`src/rtl/bit_count_ctrl_if.sv`:
```
// Handshake and datapath-control bundle between bit_count_ctrl and its
// environment: datapath status flags in, datapath controls out, plus the
// start request and the result valid/ready handshake.
interface bit_count_ctrl_if #(
    parameter int unsigned CNT_W = 4
);
    // request / result handshake
    logic             start;
    logic             result_ready;
    logic             result_valid;
    logic [CNT_W-1:0] result;
    logic             busy;
    logic             err;

    // datapath status flags
    logic             A_zero;
    logic             A_0;
    logic [CNT_W-1:0] count_in;

    // datapath controls
    logic             setA;
    logic             resetResult;
    logic             shiftA;
    logic             incrResult;

    // Controller side
    modport slave (
        input  start,
        input  result_ready,
        input  A_zero,
        input  A_0,
        input  count_in,
        output result_valid,
        output result,
        output busy,
        output err,
        output setA,
        output resetResult,
        output shiftA,
        output incrResult
    );

    // Environment side (requester plus datapath)
    modport master (
        output start,
        output result_ready,
        output A_zero,
        output A_0,
        output count_in,
        input  result_valid,
        input  result,
        input  busy,
        input  err,
        input  setA,
        input  resetResult,
        input  shiftA,
        input  incrResult
    );
endinterface

```
`src/rtl/bit_count_ctrl.sv`:
```
// Controller for the ones-counting datapath. Loads A and clears the counter
// while idle, shifts A and counts set LSBs until A reaches zero, then offers
// the captured count on a valid/ready handshake. A watchdog aborts to an
// error state if A never reaches zero within WIDTH+1 counting cycles.
module bit_count_ctrl #(
    parameter int unsigned WIDTH = 8,
    parameter int unsigned CNT_W = 4
) (
    input logic             clk,
    input logic             reset_n,
    bit_count_ctrl_if.slave bus
);

    localparam int unsigned     WD_W     = $clog2(WIDTH + 2);
    localparam logic [WD_W-1:0] WD_LIMIT = WD_W'(WIDTH);

    typedef enum logic [1:0] {
        S_IDLE,
        S_COUNT,
        S_DONE,
        S_ERR
    } state_t;

    state_t           state_q, state_d;
    logic [WD_W-1:0]  wd_cnt_q, wd_cnt_d;
    logic [CNT_W-1:0] result_q, result_d;

    logic set_a;
    logic reset_result;
    logic shift_a;
    logic incr_result;
    logic busy;
    logic result_valid;
    logic err;

    // State, watchdog and result registers with synchronous active-low reset
    always_ff @(posedge clk) begin
        if (!reset_n) begin
            state_q  <= S_IDLE;
            wd_cnt_q <= '0;
            result_q <= '0;
        end else begin
            state_q  <= state_d;
            wd_cnt_q <= wd_cnt_d;
            result_q <= result_d;
        end
    end

    // Next-state, watchdog/result update and output decode (incrResult is Mealy)
    always_comb begin
        state_d      = state_q;
        wd_cnt_d     = '0;
        result_d     = result_q;
        set_a        = 1'b0;
        reset_result = 1'b0;
        shift_a      = 1'b0;
        incr_result  = 1'b0;
        busy         = 1'b0;
        result_valid = 1'b0;
        err          = 1'b0;

        case (state_q)
            S_IDLE: begin
                set_a        = 1'b1;
                reset_result = 1'b1;
                if (bus.start) begin
                    state_d = S_COUNT;
                end
            end

            S_COUNT: begin
                busy        = 1'b1;
                shift_a     = 1'b1;
                incr_result = bus.A_0 & ~bus.A_zero;
                wd_cnt_d    = wd_cnt_q + 1'b1;
                // A reaching zero wins over a watchdog expiring on the same cycle
                if (bus.A_zero) begin
                    state_d  = S_DONE;
                    result_d = bus.count_in;
                end else if (wd_cnt_q == WD_LIMIT) begin
                    state_d = S_ERR;
                end
            end

            S_DONE: begin
                result_valid = 1'b1;
                // A still-high start blocks a re-trigger until it has dropped
                if (bus.result_ready && !bus.start) begin
                    state_d = S_IDLE;
                end
            end

            S_ERR: begin
                err = 1'b1;
                if (!bus.start) begin
                    state_d = S_IDLE;
                end
            end

            default: begin
                state_d = S_IDLE;
            end
        endcase
    end

    assign bus.setA         = set_a;
    assign bus.resetResult  = reset_result;
    assign bus.shiftA       = shift_a;
    assign bus.incrResult   = incr_result;
    assign bus.busy         = busy;
    assign bus.result_valid = result_valid;
    assign bus.result       = result_q;
    assign bus.err          = err;

endmodule

```
`src/flat_wrapper.sv`:
```
// flat-port wrapper written by rule: the top's interface ports become plain ports
module bit_count_ctrl_flat 
#(
    parameter int unsigned WIDTH = 8,
    parameter int unsigned CNT_W = 4
)
  (clk, reset_n, bus_start, bus_result_ready, bus_A_zero, bus_A_0, bus_count_in, bus_result_valid, bus_result, bus_busy, bus_err, bus_setA, bus_resetResult, bus_shiftA, bus_incrResult);
  bit_count_ctrl_if #(.CNT_W(CNT_W)) bus_i ();
  input logic clk;
  input logic reset_n;
  input wire logic [$bits(bus_i.start)-1:0] bus_start;
  input wire logic [$bits(bus_i.result_ready)-1:0] bus_result_ready;
  input wire logic [$bits(bus_i.A_zero)-1:0] bus_A_zero;
  input wire logic [$bits(bus_i.A_0)-1:0] bus_A_0;
  input wire logic [$bits(bus_i.count_in)-1:0] bus_count_in;
  output wire logic [$bits(bus_i.result_valid)-1:0] bus_result_valid;
  output wire logic [$bits(bus_i.result)-1:0] bus_result;
  output wire logic [$bits(bus_i.busy)-1:0] bus_busy;
  output wire logic [$bits(bus_i.err)-1:0] bus_err;
  output wire logic [$bits(bus_i.setA)-1:0] bus_setA;
  output wire logic [$bits(bus_i.resetResult)-1:0] bus_resetResult;
  output wire logic [$bits(bus_i.shiftA)-1:0] bus_shiftA;
  output wire logic [$bits(bus_i.incrResult)-1:0] bus_incrResult;
  assign bus_i.start = bus_start;
  assign bus_i.result_ready = bus_result_ready;
  assign bus_i.A_zero = bus_A_zero;
  assign bus_i.A_0 = bus_A_0;
  assign bus_i.count_in = bus_count_in;
  assign bus_result_valid = bus_i.result_valid;
  assign bus_result = bus_i.result;
  assign bus_busy = bus_i.busy;
  assign bus_err = bus_i.err;
  assign bus_setA = bus_i.setA;
  assign bus_resetResult = bus_i.resetResult;
  assign bus_shiftA = bus_i.shiftA;
  assign bus_incrResult = bus_i.incrResult;
  bit_count_ctrl #(.WIDTH(WIDTH), .CNT_W(CNT_W)) u_core (.clk(clk), .reset_n(reset_n), .bus(bus_i));
endmodule
```
`config.mk`:
```
export PLATFORM = sky130hd
export DESIGN_NAME = bit_count_ctrl_flat
export DESIGN_NICKNAME = d
export VERILOG_FILES = /design/src/rtl/bit_count_ctrl_if.sv /design/src/rtl/bit_count_ctrl.sv /design/src/flat_wrapper.sv
export SDC_FILE = /design/constraint.sdc
export NUM_CORES = 1
export LEC_CHECK = 0
export ABC_AREA = 1
export BUFFER_PORTS_ARGS = -buffer_cell sky130_fd_sc_hd__buf_2
export CORE_AREA = 4 4 41 43
export DETAILED_ROUTE_END_ITERATION = 6
export DIE_AREA = 0 0 45 47
export PLACE_DENSITY = 0.78
export SYNTH_ARGS = -nofsm -noshare
export SYNTH_HDL_FRONTEND = slang
export SYNTH_SLANG_ARGS = --single-unit
export TNS_END_PERCENT = 50
```
`constraint.sdc`:
```
create_clock -name clk -period 1.1 [get_ports clk]
set_clock_uncertainty 0.15 [all_clocks]
set_input_delay 0.11 -clock clk [delete_from_list [all_inputs] [get_ports clk]]
set_output_delay 0.11 -clock clk [all_outputs]
set_load 0.02 [all_outputs]
```
==> results.py <==
metrics = {
    "outcome": {
        "status": "finished with violations",
        "violations": "negative setup slack",
    },
    "layout": {
        "nets": 115,
        "final_design_area_no_fill_um2": 827,
        "area_growth_syn_to_layout_pct": 64.0,
        "finalNonFillerCells": 117,
        "fin_util_pct": 63.6,
        "diodes": 0,
        "fill_cells": 118,
        "layout-drive-gt1-share_pct": 53.9,
    },
    "place": {
        "place_hpwl_um": 842,
        "placed_cell_area_um2": 661,
        "dp_cells": 105,
        "port-buffer-count": 20,
        "gp_congestion": 0.757,
        "pre_cts_slack_ps": -61.4,
    },
    "drt": {
        "dr_total_vias": 528,
        "drc": 0,
        "dr.pass1.iters": 4,
        "drt_iter0_markers": 9,
        "drtAntennaViolNets": 0,
        "wl_per_cell_um": 10.3,
        "wirelength_mm": 1.21,
        "drt-vias-per-instance": 4.51,
    },
    "die": {
        "die_h_um": 47,
        "initial_core_util_pct": 38.8,
        "die_w_um": 45,
        "io-pin-count": 21,
        "rows": 13,
        "coreArea_um2": 1300,
        "die-area_um2": 2120,
    },
    "global_route": {
        "grt_max_degree": 10,
        "grt_pass1_wl_mm": 2.02,
        "grt_pass1_vias": 503,
        "grt_antenna_before_repair": 0,
        "grtUsageTotal_pct": 13.2,
        "overflow": 0,
    },
    "worst_setup_path": {
        "start_kind": "register",
        "path_class": "register to output port",
        "end_kind": "output port",
        "worstPathRequired_ps": 840,
        "reg2reg_to": "u_core.state_q[0]",
        "rrSetupSlack_ps": -130,
        "arrival_ps": 1030,
        "path_max_fanout": 3,
        "ff2ff_path_depth": 9,
        "r2r-start": "u_core.state_q[1]",
    },
    "clock_tree": {
        "numCtsBuffers": 3,
        "clock_path_buffers": 2,
        "h-tree-depth": 1,
        "clk_latency_ps": 260,
        "cts.clk_slew.worst_paths_ps": 60,
        "tritoncts": "built",
        "cts_root_buf": "clkbuf_4",
        "cts.sinks": 10,
    },
    "sta": {
        "rsz0062_at_grt": "true",
        "fin_crit_ps": 1290,
        "drv_slew": 0,
        "whs_ps": 63.5,
        "finalHoldViolCount": 0,
        "fmax_mhz": 775,
        "tightest_slew_ps": 173,
        "setup_tns_ps": -1300,
        "relSlewSlack_pct": 88.4,
        "finalCritPeriodShare_pct": 117,
        "finalSetupViolCount": 9,
        "final.setup.worst_slack_ps": -190,
    },
    "hold_path": {
        "hold_path_end": "u_core.bus.result[3]",
        "worst_hold_path.num_cells": 3,
        "holdCritPathClass": "input pin to register",
        "worstHoldStart": "bus_A_zero",
    },
    "logic_synthesis": {
        "ys_warn_count": 0,
        "yosysSeqAreaShare_pct": 39.7,
        "ys_ff_latch": 10,
        "synth.distinct_cells": 18,
        "postSynthAreaPerCell_um2": 7.42,
        "synth_cells": 68,
        "syn-num-nets": 80,
        "syn_area_um2": 504,
    },
    "power": {
        "switching_share_pct": 35.4,
        "seqPwrFrac_pct": 31.2,
        "vdd_drop_max_mv": 1.21,
        "comb_power_share_pct": 46.8,
        "p_leak_nw": 0.395,
        "clkPwrFrac_pct": 22.0,
        "total_power_mw": 1.45,
        "power_density_nw_per_um2": 1750,
        "switchingPower_mw": 0.512,
        "p_int_mw": 0.936,
    },
    "job": {
        "maxCapViolations": 0,
    },
}
-- worst max-delay path, cell delays in order (launching register included) --
cell and delay (ps):
dfxtp_2 330, inv_2 70, nand2_4 60, nor3b_2 150, buf_4 160
-- synthesized netlist by cell type --
library cell,number,area (um^2)
inv_1,8,30.0
a21oi_1,6,30.0
nand3_1,6,30.0
nand2_1,13,48.8
xnor2_1,1,8.76
nor3b_1,1,7.51
buf_4,2,15.0
nand2_2,3,18.8
nand3_2,1,10.0
nand3b_1,1,7.51
nor2_2,2,12.5
or2_2,1,6.26
o21ai_1,1,5.00
ha_1,2,25.0
nor2_1,7,26.3
inv_2,2,7.51
dfxtp_1,10,200
buf_8,1,15.0
-- registers in the layout (all words and copies together), names as in the netlist --
signal / flops
u_core.bus.result: 4
u_core.wd_cnt_q: 4
u_core.state_q: 2
-- cell families after synthesis --
kind of cell	synth area share (%)
flops	39.7
buf+inv	13.4
xor+xnor	1.74
simple gates	33.3
fa+ha+maj	4.96
compound gates	6.95
-- cell usage in the layout (no fill, tap or decap), drive strengths merged --
master,netlist,final
buf,3,28
nand2,16,16
inv,10,10
dfxtp,10,10
nor2,9,9
nand3,7,7
a21oi,6,6
dlygate4sd3,0,5
clkbuf,0,4
ha,2,2
nor3b,1,1
xnor2,1,1
nand3b,1,1
o21ai,1,1
or2,1,1
-- area by class of cell --
type	instances	area [um^2]	share of cell area, %
Multi-Input combinational cell	45	280	33.9
Timing Repair Buffer	33	243	29.3
Sequential cell	10	209	25.3
Inverter	10	40.0	4.84
Clock buffer	4	36.3	4.39
Tap cell	15	18.8	2.27
-- worst max path at each step --
stage	startpoint	to	slack, ps	depth (start not counted)
after global placement	u_core.wd_cnt_q[1]	u_core.state_q[1]	-40	7
after detailed placement	u_core.wd_cnt_q[1]	u_core.state_q[1]	-60	7
after CTS	u_core.state_q[1]	bus_incrResult	-190	4
after floorplan	u_core.wd_cnt_q[1]	u_core.state_q[1]	-20	7
after global routing	u_core.state_q[1]	bus_incrResult	-230	4
final	u_core.state_q[1]	bus_incrResult	-190	4
-- repair_timing --
action | CTS | global route
pin swaps | 1 | 0
gates resized for setup | 9 | 10
setup endpoints to repair | 11 | 17
hold endpoints to repair | 5 | 0
hold buffers | 5 | 0
setup buffers | 2 | 1
-- per-layer routing --
metal  wire length [um]  vias up  GRT usage [%]
li1                   -      281              -
met4                  0        0           1.75
met2                641       16           24.6
met3                 85        0           5.75
met5                  0        -              0
met1                481      231           14.1
-- power by group through the flow --
stage / logic [mW] / registers [mW] / clock network [mW]
after floorplan: 0.338 / 0.480 / 0
after global placement: 0.509 / 0.450 / 0
after detailed placement: 0.520 / 0.451 / 0
after CTS: 0.627 / 0.447 / 0.329
after global routing: 0.741 / 0.457 / 0.351
final: 0.677 / 0.451 / 0.319
(Power assumes the default switching activity.)
